## src/rtl/seq_bit_serializer.sv

```systemverilog
`default_nettype none
// ============================================================================
// Module   : seq_bit_serializer
// Purpose  : Parallel-to-serial feeder for the serial sequence detectors.
//            Words arrive over a valid/ready handshake into a one-word
//            holding buffer and are shifted out one bit per clock on `x`.
//            The holding buffer is refilled while the shifter is busy, so
//            consecutive words stream without an idle gap. When nothing is
//            being shifted, `x` carries the fixed IDLE_BIT value.
// Revision : 1.0 - initial release
// ----------------------------------------------------------------------------
// Parameters:
//   WIDTH     bits per word (2..32)
//   MSB_FIRST 1 = shift MSB first, 0 = LSB first
//   IDLE_BIT  value driven on x while no word is being shifted
// Ports:
//   clk        in   rising-edge clock
//   rst_n      in   asynchronous active-low reset
//   flush      in   synchronous abort of held and in-flight data
//   in_data    in   [WIDTH] parallel word
//   in_valid   in   in_data valid
//   in_ready   out  holding buffer can accept a word this cycle
//   x          out  serial bit to the detector
//   x_valid    out  x carries a data bit (not idle fill)
//   word_start out  x is the first bit of a new word
//   busy       out  shifter active or holding buffer full
// ============================================================================
module seq_bit_serializer #(
  parameter int   WIDTH     = 8,
  parameter bit   MSB_FIRST = 1'b1,
  parameter logic IDLE_BIT  = 1'b0
) (
  input  logic             clk,
  input  logic             rst_n,
  input  logic             flush,
  input  logic [WIDTH-1:0] in_data,
  input  logic             in_valid,
  output logic             in_ready,
  output logic             x,
  output logic             x_valid,
  output logic             word_start,
  output logic             busy
);

  localparam int             CNT_W  = $clog2(WIDTH);
  localparam logic [CNT_W-1:0] C_LAST = CNT_W'(WIDTH - 1);

  typedef enum logic [0:0] {
    ST_IDLE  = 1'b0,
    ST_SHIFT = 1'b1
  } state_t;

  state_t           state_q, state_d;
  logic [WIDTH-1:0] hbuf_q, hbuf_d;
  logic             hfull_q, hfull_d;
  logic [WIDTH-1:0] sreg_q, sreg_d;
  logic [CNT_W-1:0] cnt_q, cnt_d;

  logic [WIDTH-1:0] sreg_shifted;
  logic             out_bit;
  logic             accept;
  logic             load;
  logic             shifting;

  // Bit order only affects which end of the shifter faces the output.
  generate
    if (MSB_FIRST) begin : g_msb_first
      assign sreg_shifted = {sreg_q[WIDTH-2:0], 1'b0};
      assign out_bit      = sreg_q[WIDTH-1];
    end else begin : g_lsb_first
      assign sreg_shifted = {1'b0, sreg_q[WIDTH-1:1]};
      assign out_bit      = sreg_q[0];
    end
  endgenerate

  assign shifting = (state_q == ST_SHIFT);
  assign accept   = in_valid && !hfull_q;
  // The shifter takes the held word either when it is idle or on the same
  // edge that retires the final bit of the current word, which is what
  // keeps back-to-back words contiguous.
  assign load     = hfull_q && (!shifting || (cnt_q == C_LAST));

  always_comb begin
    state_d = state_q;
    hbuf_d  = hbuf_q;
    hfull_d = hfull_q;
    sreg_d  = sreg_q;
    cnt_d   = cnt_q;

    if (flush) begin
      // Flush wins over any same-edge accept.
      hfull_d = 1'b0;
      state_d = ST_IDLE;
      cnt_d   = '0;
      sreg_d  = '0;
    end else begin
      if (accept) begin
        hbuf_d  = in_data;
        hfull_d = 1'b1;
      end

      if (load) begin
        // accept and load are mutually exclusive: accept needs hfull_q=0,
        // load needs hfull_q=1.
        sreg_d  = hbuf_q;
        cnt_d   = '0;
        state_d = ST_SHIFT;
        hfull_d = 1'b0;
      end else if (shifting) begin
        if (cnt_q != C_LAST) begin
          sreg_d = sreg_shifted;
          cnt_d  = cnt_q + CNT_W'(1);
        end else begin
          state_d = ST_IDLE;
          cnt_d   = '0;
        end
      end
    end
  end

  always_ff @(posedge clk or negedge rst_n) begin
    if (!rst_n) begin
      state_q <= ST_IDLE;
      hbuf_q  <= '0;
      hfull_q <= 1'b0;
      sreg_q  <= '0;
      cnt_q   <= '0;
    end else begin
      state_q <= state_d;
      hbuf_q  <= hbuf_d;
      hfull_q <= hfull_d;
      sreg_q  <= sreg_d;
      cnt_q   <= cnt_d;
    end
  end

  // All outputs decode from registers only; no input-to-output paths.
  assign in_ready   = !hfull_q;
  assign x_valid    = shifting;
  assign x          = shifting ? out_bit : IDLE_BIT;
  assign word_start = shifting && (cnt_q == '0);
  assign busy       = shifting || hfull_q;

endmodule
`default_nettype wire
```

## config.mk

```make
export PLATFORM = sky130hd
export DESIGN_NAME = seq_bit_serializer
export DESIGN_NICKNAME = d
export VERILOG_FILES = /design/src/rtl/seq_bit_serializer.sv
export SDC_FILE = /design/constraint.sdc
export NUM_CORES = 1
export LEC_CHECK = 0
export ABC_CLOCK_PERIOD_IN_PS = 2900
export CAP_MARGIN = 20
export CORE_MARGIN = 2
export CORE_UTILIZATION = 45
export CTS_CLUSTER_SIZE = 25
export DETAILED_ROUTE_END_ITERATION = 8
export PLACE_DENSITY = 0.7
export RECOVER_POWER = 50
export SKIP_LAST_GASP = 1
export SLEW_MARGIN = 5
export SYNTH_ARGS = -nofsm -noshare
export SYNTH_HDL_FRONTEND = slang
export SYNTH_SLANG_ARGS = --single-unit
```

## constraint.sdc

```tcl
create_clock -name clk -period 2.9 [get_ports clk]
set_input_delay 0.58 -clock clk [delete_from_list [all_inputs] [get_ports clk]]
set_output_delay 0.58 -clock clk [all_outputs]
set_load 0.01 [all_outputs]
```

**Word-level counts from Yosys, hierarchy flattened**

Index checks and enable logic that the tools add are counted.

- Bits of input ports: 12
- Memories kept: 0
- Bits in writable memories: 0
- Logic and storage cells: 38
- Flip-flop bits (word level): 21
- Memory bits (read-only): 0
- Latch bits: 0

- $lt $le $gt $ge: 0
- Reduce and logical (&&, ||, !) cells: 13
- Multipliers: 0
- Equal/unequal tests: 2
- Bitwise operators: 1
- $add $sub $neg: 1
- Div/mod/pow operators: 0
- Shift-type cells: 0
- Multiplexer cells: 16

Operator list:

| kind | count |
|---|---|
| two-way mux 8 bit | 4 |
| two-way mux 3 bit | 4 |
| nonzero test 3 bit | 3 |
| two-way mux 1 bit | 8 |
| AND reduction 2 bit | 2 |
| adder 3 x 1 -> 3 bit, second input constant | 1 |
| equality test 3 bit, second input constant | 1 |
| logical AND 1 bit | 3 |
| logical NOT 3 bit | 1 |
| inequality test 3 bit, second input constant | 1 |
| logical NOT 1 bit | 2 |
| logical OR 1 bit | 2 |
| NOT 1 bit | 1 |

**Longest topological paths before layout**

Gate-level depths: netlist of the first run.

- Depth after elaboration: 5
- Mapped depth: 6

**Worst setup path after synthesis of the first run**

No wires, ideal clock.

- Path type: input port to flip-flop
- Start point: input flush
- End point: register hbuf_q[0]
- Cell stages on the path: 2
- Slack: 1.497 ns
- Buffers on the path: 0
- Library setup time: 0.125 ns
- Data required time: 2.775 ns
- Arrival time: 1.278 ns
- Path through: nor3b_4 -> mux2_2

- Word-level cells in the longest chain between the ends: 2

RTL lines:

| what | RTL line | text |
|---|---|---|
| from (decl) | 35 | `input logic flush,` |
| NOT 1 bit (no line) | - |  |
| AND reduction 2 bit (no line) | - |  |
| to (signal assigned) | 130 | `hbuf_q <= hbuf_d;` |
| to (decl) | 54 | `logic [WIDTH-1:0] hbuf_q, hbuf_d;` |

No other way between the ends.
A chain may end at the register's enable or synchronous reset.

**Final worst setup path of the first run**

- Start point: register hfull_q
- End point: output in_ready

- Word-level cells in the longest chain between the ends: 1

RTL lines:

| what | RTL line | text |
|---|---|---|
| from (decl) | 55 | `logic hfull_q, hfull_d;` |
| from (signal assigned) | 131 | `hfull_q <= hfull_d;` |
| logical NOT 1 bit | 138 | `assign in_ready = !hfull_q;` |
| to (decl) | 38 | `output logic in_ready,` |

No other way between the ends.

==> summary.txt, run 1 <==
GLOBAL ROUTING
--------------------------------------------------------------------------------
Global-route wire length before repair                                   2.86 mm
Vias in the first global route                                               677
Number of antenna violations at the first check in global routing              0
Pin count of the biggest net entering global routing                          22
GRT Resource Usage Total                                                   15.1%
Total congestion overflow                                                      0

CRITICAL PATH
--------------------------------------------------------------------------------
CP Max Fanout                                                                 13
Buffer and inverter count on the worst path                                    2
Critical path data arrival time                                          1880 ps
Worst-path cell chain                                               clkinv_1, clkdlybuf4s50_1
Worst R2R Path Depth                                                           5
Crit-path leading delay family                                      buffers and inverters
Capturing point of the worst reg2reg path                              sreg_q[2]
Slowest CP cell                                                     sky130_fd_sc_hd__dfrtp_1
FF-to-FF Start                                                          cnt_q[1]
Element type at the critical path end                               primary output
Internal reg-to-reg setup slack                                          1010 ps
Category of the most critical setup path                            flop to primary output
Sort of element at the start of the critical path                           flop
Capture point of the worst path                                         in_ready
Maximum cell stage delay along the critical path                          680 ps
Required time of the critical path                                       2320 ps
Critical path startpoint                                                 hfull_q
Worst path depth                                                               2

MIN PATH
--------------------------------------------------------------------------------
Worst Hold Class                                                    flop to flop

STA
--------------------------------------------------------------------------------
Final-report max-slew violation count                                          0
Worst path setup slack after routing                                      443 ps
Final cycle utilization of the critical path                               84.7%
Maximum clock frequency                                                  407 MHz
Transition time of the tightest slew-check pin                            925 ps
Final setup vio count                                                          0
Remaining max-slew budget at the tightest pin                              38.1%
Clock skew                                                               2.18 ps
Fin Setup TNS                                                               0 ps
Final hold vios                                                                0
Setup repair after global routing missed its margin                           no
Fin crit period                                                          2460 ps

FINAL LAYOUT
--------------------------------------------------------------------------------
Share of cells above drive strength 1                                      12.6%
Number of nets in the finished design                                        119
Cell area after layout                                               0.00116 mm2
Layout-stage area growth over the synthesis result                         21.8%
Antenna Diode Count                                                            0
Number of standard cells in the layout, taps in and fillers out              130

LOGIC SYNTHESIS
--------------------------------------------------------------------------------
Share of Yosys cell area claimed by the top area cell type                 55.1%
Number of enable-type register cells in the synthesized netlist                0
Post-synth top cells                                                sky130_fd_sc_hd__dfrtp_1, sky130_fd_sc_hd__nor2_1, sky130_fd_sc_hd__mux2_2, sky130_fd_sc_hd__nand2_1
Average instance area after synthesis                                   11.1 um2
Netlist area before placement                                            953 um2
Count of distinct cell types in the synthesized netlist                       21
Dominant register cell in the synthesized netlist                   sky130_fd_sc_hd__dfrtp_1
Post-synth ARST share                                                       100%
Flip-flop and latch count after synthesis                                     21
Register area share after synthesis                                        55.1%
Most frequent cell after synthesis                                  sky130_fd_sc_hd__dfrtp_1
Leading post-synthesis cells by cell area                           sky130_fd_sc_hd__dfrtp_1, sky130_fd_sc_hd__mux2_2, sky130_fd_sc_hd__a211oi_1
Cell taking the most area after synthesis                           sky130_fd_sc_hd__dfrtp_1
Number of nets in the synthesized netlist                                    101
Post-synthesis instance total                                                 86
Ys Warns                                                                       0

CLOCK TREE
--------------------------------------------------------------------------------
Cts bufs inserted                                                              3
Number of buffers added for setup after CTS                                    0
Quantity of hold-fixing buffers added after cts                                0
Clock latency on the worst-skew pair                                      300 ps
Max clock buf depth                                                            2
Clock root buffer master                                            sky130_fd_sc_hd__clkbuf_4
Cells resized by post-CTS repair                                               0
CTS tree                                                                     yes
TritonCTS sink count                                                          21
Number of levels in the clock H-tree                                           1
Clock-pin transition on the worst setup and hold timing paths             110 ps

FLOORPLAN
--------------------------------------------------------------------------------
Die area                                                             0.00250 mm2
Starting density of the core                                               48.1%
Area inside the core boundary                                        0.00198 mm2
Std cell rows                                                                 16
Y dimension of the die                                                   50.0 um
Boundary pin count                                                            17
Floorplan die width                                                      50.0 um

POWER
--------------------------------------------------------------------------------
Overall power                                                         0.000593 W
Power per unit of standard cell area                                  510 mW/mm2
Static power due to leakage                                             0.513 nW
IR drop worst, VDD                                                    0.000356 V

RUN STATUS
--------------------------------------------------------------------------------
Result of the run                                                   finished, final reports clean

PLACED DESIGN
--------------------------------------------------------------------------------
Final HPWL DP                                                            1.15 mm
Worst-case setup slack after placement                                    783 ps
Number of cells in the design after placement                                126
Placed Area                                                          0.00113 mm2
RePlAce Congestion                                                         0.698
Port Buffer Count                                                             16

ROUTE
--------------------------------------------------------------------------------
Initial drt markers                                                            9
Pre-Repair DR Iteration Count                                                  4
Via count                                                                    671
Via density per instance                                                    5.16
Drt drc                                                                        0
Post-route antenna net violation count                                         0
Total length of routed wires                                             1.60 mm
Wire per inst                                                            12.3 um

RUN
--------------------------------------------------------------------------------
Max-cap check violation count                                                  0

[cell usage in the layout, fill, tap and decap left out]
cell                              synthesis  routed
sky130_fd_sc_hd__a211oi_1                 7       7
sky130_fd_sc_hd__a21oi_1                  7       7
sky130_fd_sc_hd__a22oi_1                  1       1
sky130_fd_sc_hd__a32oi_1                  1       1
sky130_fd_sc_hd__and2_1                   1       1
sky130_fd_sc_hd__buf_4                    1       1
sky130_fd_sc_hd__clkbuf_1                 1       1
sky130_fd_sc_hd__clkbuf_4                 0       3
sky130_fd_sc_hd__clkdlybuf4s50_1          0      15
sky130_fd_sc_hd__clkinv_1                 1       1
sky130_fd_sc_hd__dfrtp_1                 21      21
sky130_fd_sc_hd__dlygate4sd3_1            0       1
sky130_fd_sc_hd__ha_1                     3       3
sky130_fd_sc_hd__inv_1                    3       3
sky130_fd_sc_hd__mux2_2                   8       8
sky130_fd_sc_hd__mux2i_1                  4       4
sky130_fd_sc_hd__nand2_1                  8       8
sky130_fd_sc_hd__nand2b_1                 1       1
sky130_fd_sc_hd__nor2_1                  13      13
sky130_fd_sc_hd__nor2b_1                  1       1
sky130_fd_sc_hd__nor3_1                   1       1
sky130_fd_sc_hd__nor3b_4                  1       1
[cells by family (layout without fill, tap and decap cells)]
group | after synthesis | in the layout | synth area share (%)
compound gates | 16 | 16 | 10.9
fa+ha+maj | 3 | 3 | 3.94
flops | 21 | 21 | 55.1
buf+inv | 8 | 25 | 3.67
simple gates | 26 | 26 | 12.7
mux | 12 | 12 | 13.6
[flip-flops by register name, summed over array words and instances (netlist names)]
signal / flops
cnt_q: 3
sreg_q: 8
hbuf_q: 8
x_valid: 1
hfull_q: 1
[power by group]
group	total (W)	switching, W	internal, W	leakage, nW
Sequential	0.000351	0.0000233	0.000327	0.269
Clock	0.000138	0.0000841	0.0000536	0.0150
Combinational	0.000104	0.0000452	0.0000591	0.229
[worst register-to-register path: stages, from the launching register on]
cell and delay [ps]:
sky130_fd_sc_hd__dfrtp_1 410, sky130_fd_sc_hd__ha_1 190, sky130_fd_sc_hd__ha_1 200, sky130_fd_sc_hd__nor2b_1 530, sky130_fd_sc_hd__a21oi_1 110, sky130_fd_sc_hd__a211oi_1 330
[stage by stage]
step / hold slack (ps) / utilization, %
CTS: 524 / 58.6
global route: 543 / 58.6
floorplan: 284 / -
detailed placement: 499 / 57.3
finish: 522 / 58.6
global placement: 498 / 57.3
[area by class of cell]
cell class / count / area, um2
fill: 179 / 821
sequential: 21 / 526
multi-input combinational: 57 / 393
timing repair buffer: 17 / 168
tap: 27 / 33.8
clock buffer: 4 / 26.3
inverter: 4 / 15.0
[worst min-delay path by stage]
stage / cells after the start / slack, ps / start / to
4_1_cts: 1 / 520 / hbuf_q[3] / hbuf_q[3]
5_1_grt: 1 / 540 / hbuf_q[0] / hbuf_q[0]
6_report: 1 / 520 / hbuf_q[3] / hbuf_q[3]
2_1_floorplan: 0 / 280 / rst_n / cnt_q[0]
3_5_place_dp: 1 / 500 / hbuf_q[3] / hbuf_q[3]
3_3_place_gp: 1 / 500 / hbuf_q[0] / hbuf_q[0]
[per-layer routing]
metal	vias to the layer above	share of wire (%)	routed length (um)	track usage [%]
li1	327	-	-	-
met1	327	46	738	17.5
met2	13	50	791	26.5
met3	4	2.7	43	1.82
met4	0	1.4	22	8.33
met5	-	0	0	0
No activity file was read; power rests on OpenSTA's default activity.
==> run 2: changes to the inputs <==
--- a/config.mk
+++ b/config.mk
@@ -5,7 +5,7 @@
 export SDC_FILE = /design/constraint.sdc
 export NUM_CORES = 1
 export LEC_CHECK = 0
-export ABC_CLOCK_PERIOD_IN_PS = 2900
+export ABC_CLOCK_PERIOD_IN_PS = 2300
 export CAP_MARGIN = 20
 export CORE_MARGIN = 2
 export CORE_UTILIZATION = 45
==> constraint.sdc (replaced) <==
create_clock -name clk -period 2.3 [get_ports clk]
set_input_delay 0.46 -clock clk [delete_from_list [all_inputs] [get_ports clk]]
set_output_delay 0.46 -clock clk [all_outputs]
set_load 0.01 [all_outputs]
==> summary.txt, run 2 (synthesis results as in run 1) <==
FLOORPLAN
--------------------------------------------------------------------------------
Starting density of the core                                               48.1%
Floorplan die width                                                      50.0 um
Std cell rows                                                                 16
Boundary pin count                                                            17
Area inside the core boundary                                        0.00198 mm2
Y dimension of the die                                                   50.0 um
Die area                                                             0.00250 mm2

CRITICAL PATH
--------------------------------------------------------------------------------
Internal reg-to-reg setup slack                                           600 ps
Critical path data arrival time                                          1610 ps
Capture point of the worst path                                       word_start
Sort of element at the start of the critical path                           flop
Critical path startpoint                                                cnt_q[0]
Element type at the critical path end                               primary output
CP Max Fanout                                                                  2
Capturing point of the worst reg2reg path                              sreg_q[3]
Worst R2R Path Depth                                                           6
Slowest CP cell                                                     sky130_fd_sc_hd__clkdlybuf4s50_1
Worst-path cell chain                                               inv_1, ha_1, nand2_1, nor2_1, clkdlybuf4s50_1
Category of the most critical setup path                            flop to primary output
Required time of the critical path                                       1840 ps
Maximum cell stage delay along the critical path                          540 ps
FF-to-FF Start                                                          cnt_q[0]

FINAL LAYOUT
--------------------------------------------------------------------------------
Cell area after layout                                               0.00118 mm2
Layout-stage area growth over the synthesis result                         24.3%
Largest registers                                                   hbuf_q (8), sreg_q (8), cnt_q (3)
Number of nets in the finished design                                        123
Share of cells above drive strength 1                                      15.0%
Most common cell after layout, fill and taps aside                  sky130_fd_sc_hd__dfrtp_1
Share of the core filled with cells in the final layout                    59.8%
Number of standard cells in the layout, taps in and fillers out              134
Antenna Diode Count                                                            0
Commonest cells after routing, fill and taps aside                  sky130_fd_sc_hd__dfrtp_1, sky130_fd_sc_hd__clkdlybuf4s50_1, sky130_fd_sc_hd__nor2_1
Number of fillers in the final layout                                        184

GLOBAL ROUTING
--------------------------------------------------------------------------------
Global-route wire length before repair                                   2.99 mm
Pin count of the biggest net entering global routing                          22
GRT Resource Usage Total                                                   16.1%
Total congestion overflow                                                      0
Number of antenna violations at the first check in global routing              0
Vias in the first global route                                               680

STA
--------------------------------------------------------------------------------
Clock skew                                                               13.2 ps
Final cycle utilization of the critical path                               90.0%
Maximum clock frequency                                                  483 MHz
Fin Setup TNS                                                               0 ps
Final setup vio count                                                          0
Final hold vios                                                                0
Final-report max-slew violation count                                          0
Transition time of the tightest slew-check pin                           1110 ps
Remaining max-slew budget at the tightest pin                              26.2%
Setup repair after global routing missed its margin                           no
Fin crit period                                                          2070 ps
Final worst hold slack                                                    517 ps

ROUTE
--------------------------------------------------------------------------------
Total length of routed wires                                             1.68 mm
Via density per instance                                                    5.22
Drt drc                                                                        0
Via count                                                                    699
Pre-Repair DR Iteration Count                                                  4
Wire per inst                                                            12.5 um
Initial drt markers                                                            8
Post-route antenna net violation count                                         0

POWER
--------------------------------------------------------------------------------
Power per unit of standard cell area                                  639 mW/mm2
Static power due to leakage                                             0.527 nW
IR drop worst, VDD                                                    0.000455 V

PLACED DESIGN
--------------------------------------------------------------------------------
Number of cells in the design after placement                                130
RePlAce Congestion                                                         0.710
Port Buffer Count                                                             16
Final HPWL DP                                                            1.20 mm
Placed Area                                                          0.00116 mm2

MIN PATH
--------------------------------------------------------------------------------
Number of cells traversed by the worst hold path                               1
Worst Hold Class                                                    flop to flop

CLOCK TREE
--------------------------------------------------------------------------------
Clock latency on the worst-skew pair                                      310 ps
Number of levels in the clock H-tree                                           1
Cts bufs inserted                                                              3
Quantity of hold-fixing buffers added after cts                                0
Clock-pin transition on the worst setup and hold timing paths             110 ps
Cells resized by post-CTS repair                                               0
CTS tree                                                                     yes
Max clock buf depth                                                            2
TritonCTS sink count                                                          21
Number of buffers added for setup after CTS                                    0
Clock root buffer master                                            sky130_fd_sc_hd__clkbuf_4

RUN STATUS
--------------------------------------------------------------------------------
Result of the run                                                   finished, final reports clean

RUN
--------------------------------------------------------------------------------
Max-cap check violation count                                                  0

## run 2: cell count changes in the layout (fill, tap and decap cells not counted)
cell                       previous run  this run
sky130_fd_sc_hd__buf_4                1         3
sky130_fd_sc_hd__clkbuf_1             1         2
sky130_fd_sc_hd__clkinv_2             0         1
## run 2: how the worst min path moves through the flow
stage          slack [ps]  startpoint        end
2_1_floorplan         160       rst_n   cnt_q[0]
3_3_place_gp          490   hbuf_q[2]  hbuf_q[2]
3_5_place_dp          500   hbuf_q[2]  hbuf_q[2]
4_1_cts               460       rst_n  hbuf_q[7]
5_1_grt               550   hbuf_q[6]  hbuf_q[6]
6_report              520   hbuf_q[2]  hbuf_q[2]
## run 2: final cells by class
| type | count | area, um2 | area share (%) |
|---|---|---|---|
| clock buffers | 3 | 22.5 | 1.90 |
| clock inverters | 1 | 5.00 | 0.422 |
| inverters | 4 | 15.0 | 1.27 |
| multi-input cells | 57 | 393 | 33.2 |
| flip-flops and latches | 21 | 526 | 44.4 |
| well taps | 27 | 33.8 | 2.85 |
| repair buffers | 21 | 190 | 16.1 |
## run 2: metrics by stage
step           power [W]  worst slack [ps]
2_1_floorplan   0.000526               945
3_3_place_gp    0.000585               431
3_5_place_dp    0.000591               414
4_1_cts         0.000773               189
5_1_grt         0.000800               126
6_report        0.000758               230
## run 2: routing by layer
layer / global-route usage [%] / routed length, um / up-vias
li1: - / - / 339
met5: 0 / 0 / -
met2: 25.4 / 813 / 19
met3: 1.82 / 65 / 6
met1: 20.8 / 767 / 335
met4: 10.2 / 31 / 0
## run 2: critical path: cells and delay by family (launching register included)
family | cells | cell delay [ps]
and+or+nand+nor | 2 | 140
buffers and inverters | 2 | 630
DFF | 1 | 400
adders and majority gates | 1 | 150
## run 2: power by group
part | switching, W | internal (W)
logic | 0.0000623 | 0.0000783
registers | 0.0000260 | 0.000413
clock network | 0.000113 | 0.0000650
total | 0.000202 | 0.000556
==> run 3: changes to the inputs <==
--- a/config.mk
+++ b/config.mk
@@ -8,10 +8,9 @@
 export ABC_CLOCK_PERIOD_IN_PS = 2300
 export CAP_MARGIN = 20
 export CORE_MARGIN = 2
-export CORE_UTILIZATION = 45
+export CORE_UTILIZATION = 30
 export CTS_CLUSTER_SIZE = 25
 export DETAILED_ROUTE_END_ITERATION = 8
-export PLACE_DENSITY = 0.7
 export RECOVER_POWER = 50
 export SKIP_LAST_GASP = 1
 export SLEW_MARGIN = 5
==> summary.txt, run 3 (synthesis results as in run 1) <==
RUN STATUS
--------------------------------------------------------------------------------
Result of the run                                                   finished, final reports clean

CLOCK TREE
--------------------------------------------------------------------------------
Clock latency on the worst-skew pair                                      300 ps
Quantity of hold-fixing buffers added after cts                                0
Number of levels in the clock H-tree                                           1
Cts bufs inserted                                                              3
Cells resized by post-CTS repair                                               0
Clock root buffer master                                            sky130_fd_sc_hd__clkbuf_4
Clock-pin transition on the worst setup and hold timing paths             120 ps
CTS tree                                                                     yes
TritonCTS sink count                                                          21
Number of buffers added for setup after CTS                                    0
Max clock buf depth                                                            2

FINAL LAYOUT
--------------------------------------------------------------------------------
Share of cells above drive strength 1                                      14.2%
Cell area after layout                                               0.00120 mm2
Layout-stage area growth over the synthesis result                         25.7%
Commonest cells after routing, fill and taps aside                  sky130_fd_sc_hd__dfrtp_1, sky130_fd_sc_hd__clkdlybuf4s50_1, sky130_fd_sc_hd__nor2_1
Antenna Diode Count                                                            0
Area of the multi-input gates                                            393 um2
Most common cell after layout, fill and taps aside                  sky130_fd_sc_hd__dfrtp_1
Largest registers                                                   hbuf_q (8), sreg_q (8), cnt_q (3)
Flip-flop and latch area                                                 526 um2
Number of fillers in the final layout                                        318
Number of nets in the finished design                                        122

CRITICAL PATH
--------------------------------------------------------------------------------
Critical path data arrival time                                          1610 ps
Sort of element at the start of the critical path                           flop
Element type at the critical path end                               primary output
Crit-path leading delay family                                      buffers and inverters
CP Max Fanout                                                                  2
Required time of the critical path                                       1840 ps
Maximum cell stage delay along the critical path                          530 ps
Category of the most critical setup path                            flop to primary output
Slowest CP cell                                                     sky130_fd_sc_hd__clkdlybuf4s50_1
Worst-path cell chain                                               inv_1, ha_1, nand2_1, nor2_1, clkdlybuf4s50_1
Buffer and inverter count on the worst path                                    2

GLOBAL ROUTING
--------------------------------------------------------------------------------
GRT Resource Usage Total                                                   11.6%
Vias in the first global route                                               683
Pin count of the biggest net entering global routing                          22
Global-route wire length before repair                                   3.10 mm
Total congestion overflow                                                      0
Number of antenna violations at the first check in global routing              0

RUN
--------------------------------------------------------------------------------
Max-cap check violation count                                                  0

PLACED DESIGN
--------------------------------------------------------------------------------
Placed Area                                                          0.00118 mm2
RePlAce Congestion                                                         0.725
Final HPWL DP                                                            1.27 mm
Port Buffer Count                                                             16
Worst-case setup slack after placement                                    410 ps

STA
--------------------------------------------------------------------------------
Setup repair after global routing missed its margin                           no
Fin crit period                                                          2070 ps
Maximum clock frequency                                                  483 MHz
Final cycle utilization of the critical path                               89.9%
Final-report max-slew violation count                                          0
Transition time of the tightest slew-check pin                           1130 ps
Final worst hold slack                                                    521 ps
Fin Setup TNS                                                               0 ps
Clock skew                                                               6.43 ps
Remaining max-slew budget at the tightest pin                              24.7%
Final hold vios                                                                0
Worst path setup slack after routing                                      231 ps
Final setup vio count                                                          0

FLOORPLAN
--------------------------------------------------------------------------------
Y dimension of the die                                                   60.4 um
Boundary pin count                                                            17
Die area                                                             0.00365 mm2
Starting density of the core                                               31.5%
Floorplan die width                                                      60.4 um
Area inside the core boundary                                        0.00303 mm2
Std cell rows                                                                 20

POWER
--------------------------------------------------------------------------------
Static power due to leakage                                             0.523 nW
IR drop worst, VDD                                                    0.000208 V
Overall power                                                         0.000756 W
Power per unit of standard cell area                                  630 mW/mm2

ROUTE
--------------------------------------------------------------------------------
Post-route antenna net violation count                                         0
Pre-Repair DR Iteration Count                                                  4
Total length of routed wires                                             1.79 mm
Via count                                                                    684
Initial drt markers                                                           22
Via density per instance                                                    4.56
Wire per inst                                                            11.9 um
Drt drc                                                                        0

MIN PATH
--------------------------------------------------------------------------------
Worst Hold Class                                                    flop to flop

run 3: cell types whose count changed in the layout (fill, tap and decap cells not counted):
cell                    delta
sky130_fd_sc_hd__buf_4     -1
run 3: cell type report:
| type | count | area share [%] |
|---|---|---|
| Tap cell | 44 | 4.59 |
| Clock inverter | 1 | 0.418 |
| Multi-Input combinational cell | 57 | 32.8 |
| Inverter | 4 | 1.25 |
| Clock buffer | 3 | 1.88 |
| Sequential cell | 21 | 43.8 |
| Timing Repair Buffer | 20 | 15.2 |
run 3: worst paths after layout:
kind,startpoint,endpoint,slack [ps],cells after the start
worst min-delay path,hbuf_q[1],hbuf_q[1],520,1
max in group asynchronous,rst_n,sreg_q[1],740,2
worst max register to register,cnt_q[1],sreg_q[1],460,6
min in group asynchronous,rst_n,sreg_q[2],880,2
worst max-delay path,cnt_q[0],word_start,230,5
worst min register to register,hbuf_q[1],hbuf_q[1],520,1
run 3: metrics by stage:
stage	cells	util (%)
4_1_cts	150	39.8
6_report	150	39.6
3_3_place_gp	146	38.9
2_1_floorplan	86	-
5_1_grt	150	39.6
3_5_place_dp	146	38.9
run 3: layer usage:
metal	part of all wire [%]	track usage [%]	vias to the layer above	wire, um
met1	46	14.7	338	816
li1	-	-	334	-
met3	3.8	3.20	2	68
met5	0	0	-	0
met2	50	18.6	10	890
met4	0.73	4.76	0	13
run 3: power breakdown:
part           internal (W)  switching, W
Clock             0.0000647      0.000112
Sequential         0.000413     0.0000257
Combinational     0.0000769     0.0000633
Total              0.000554      0.000201
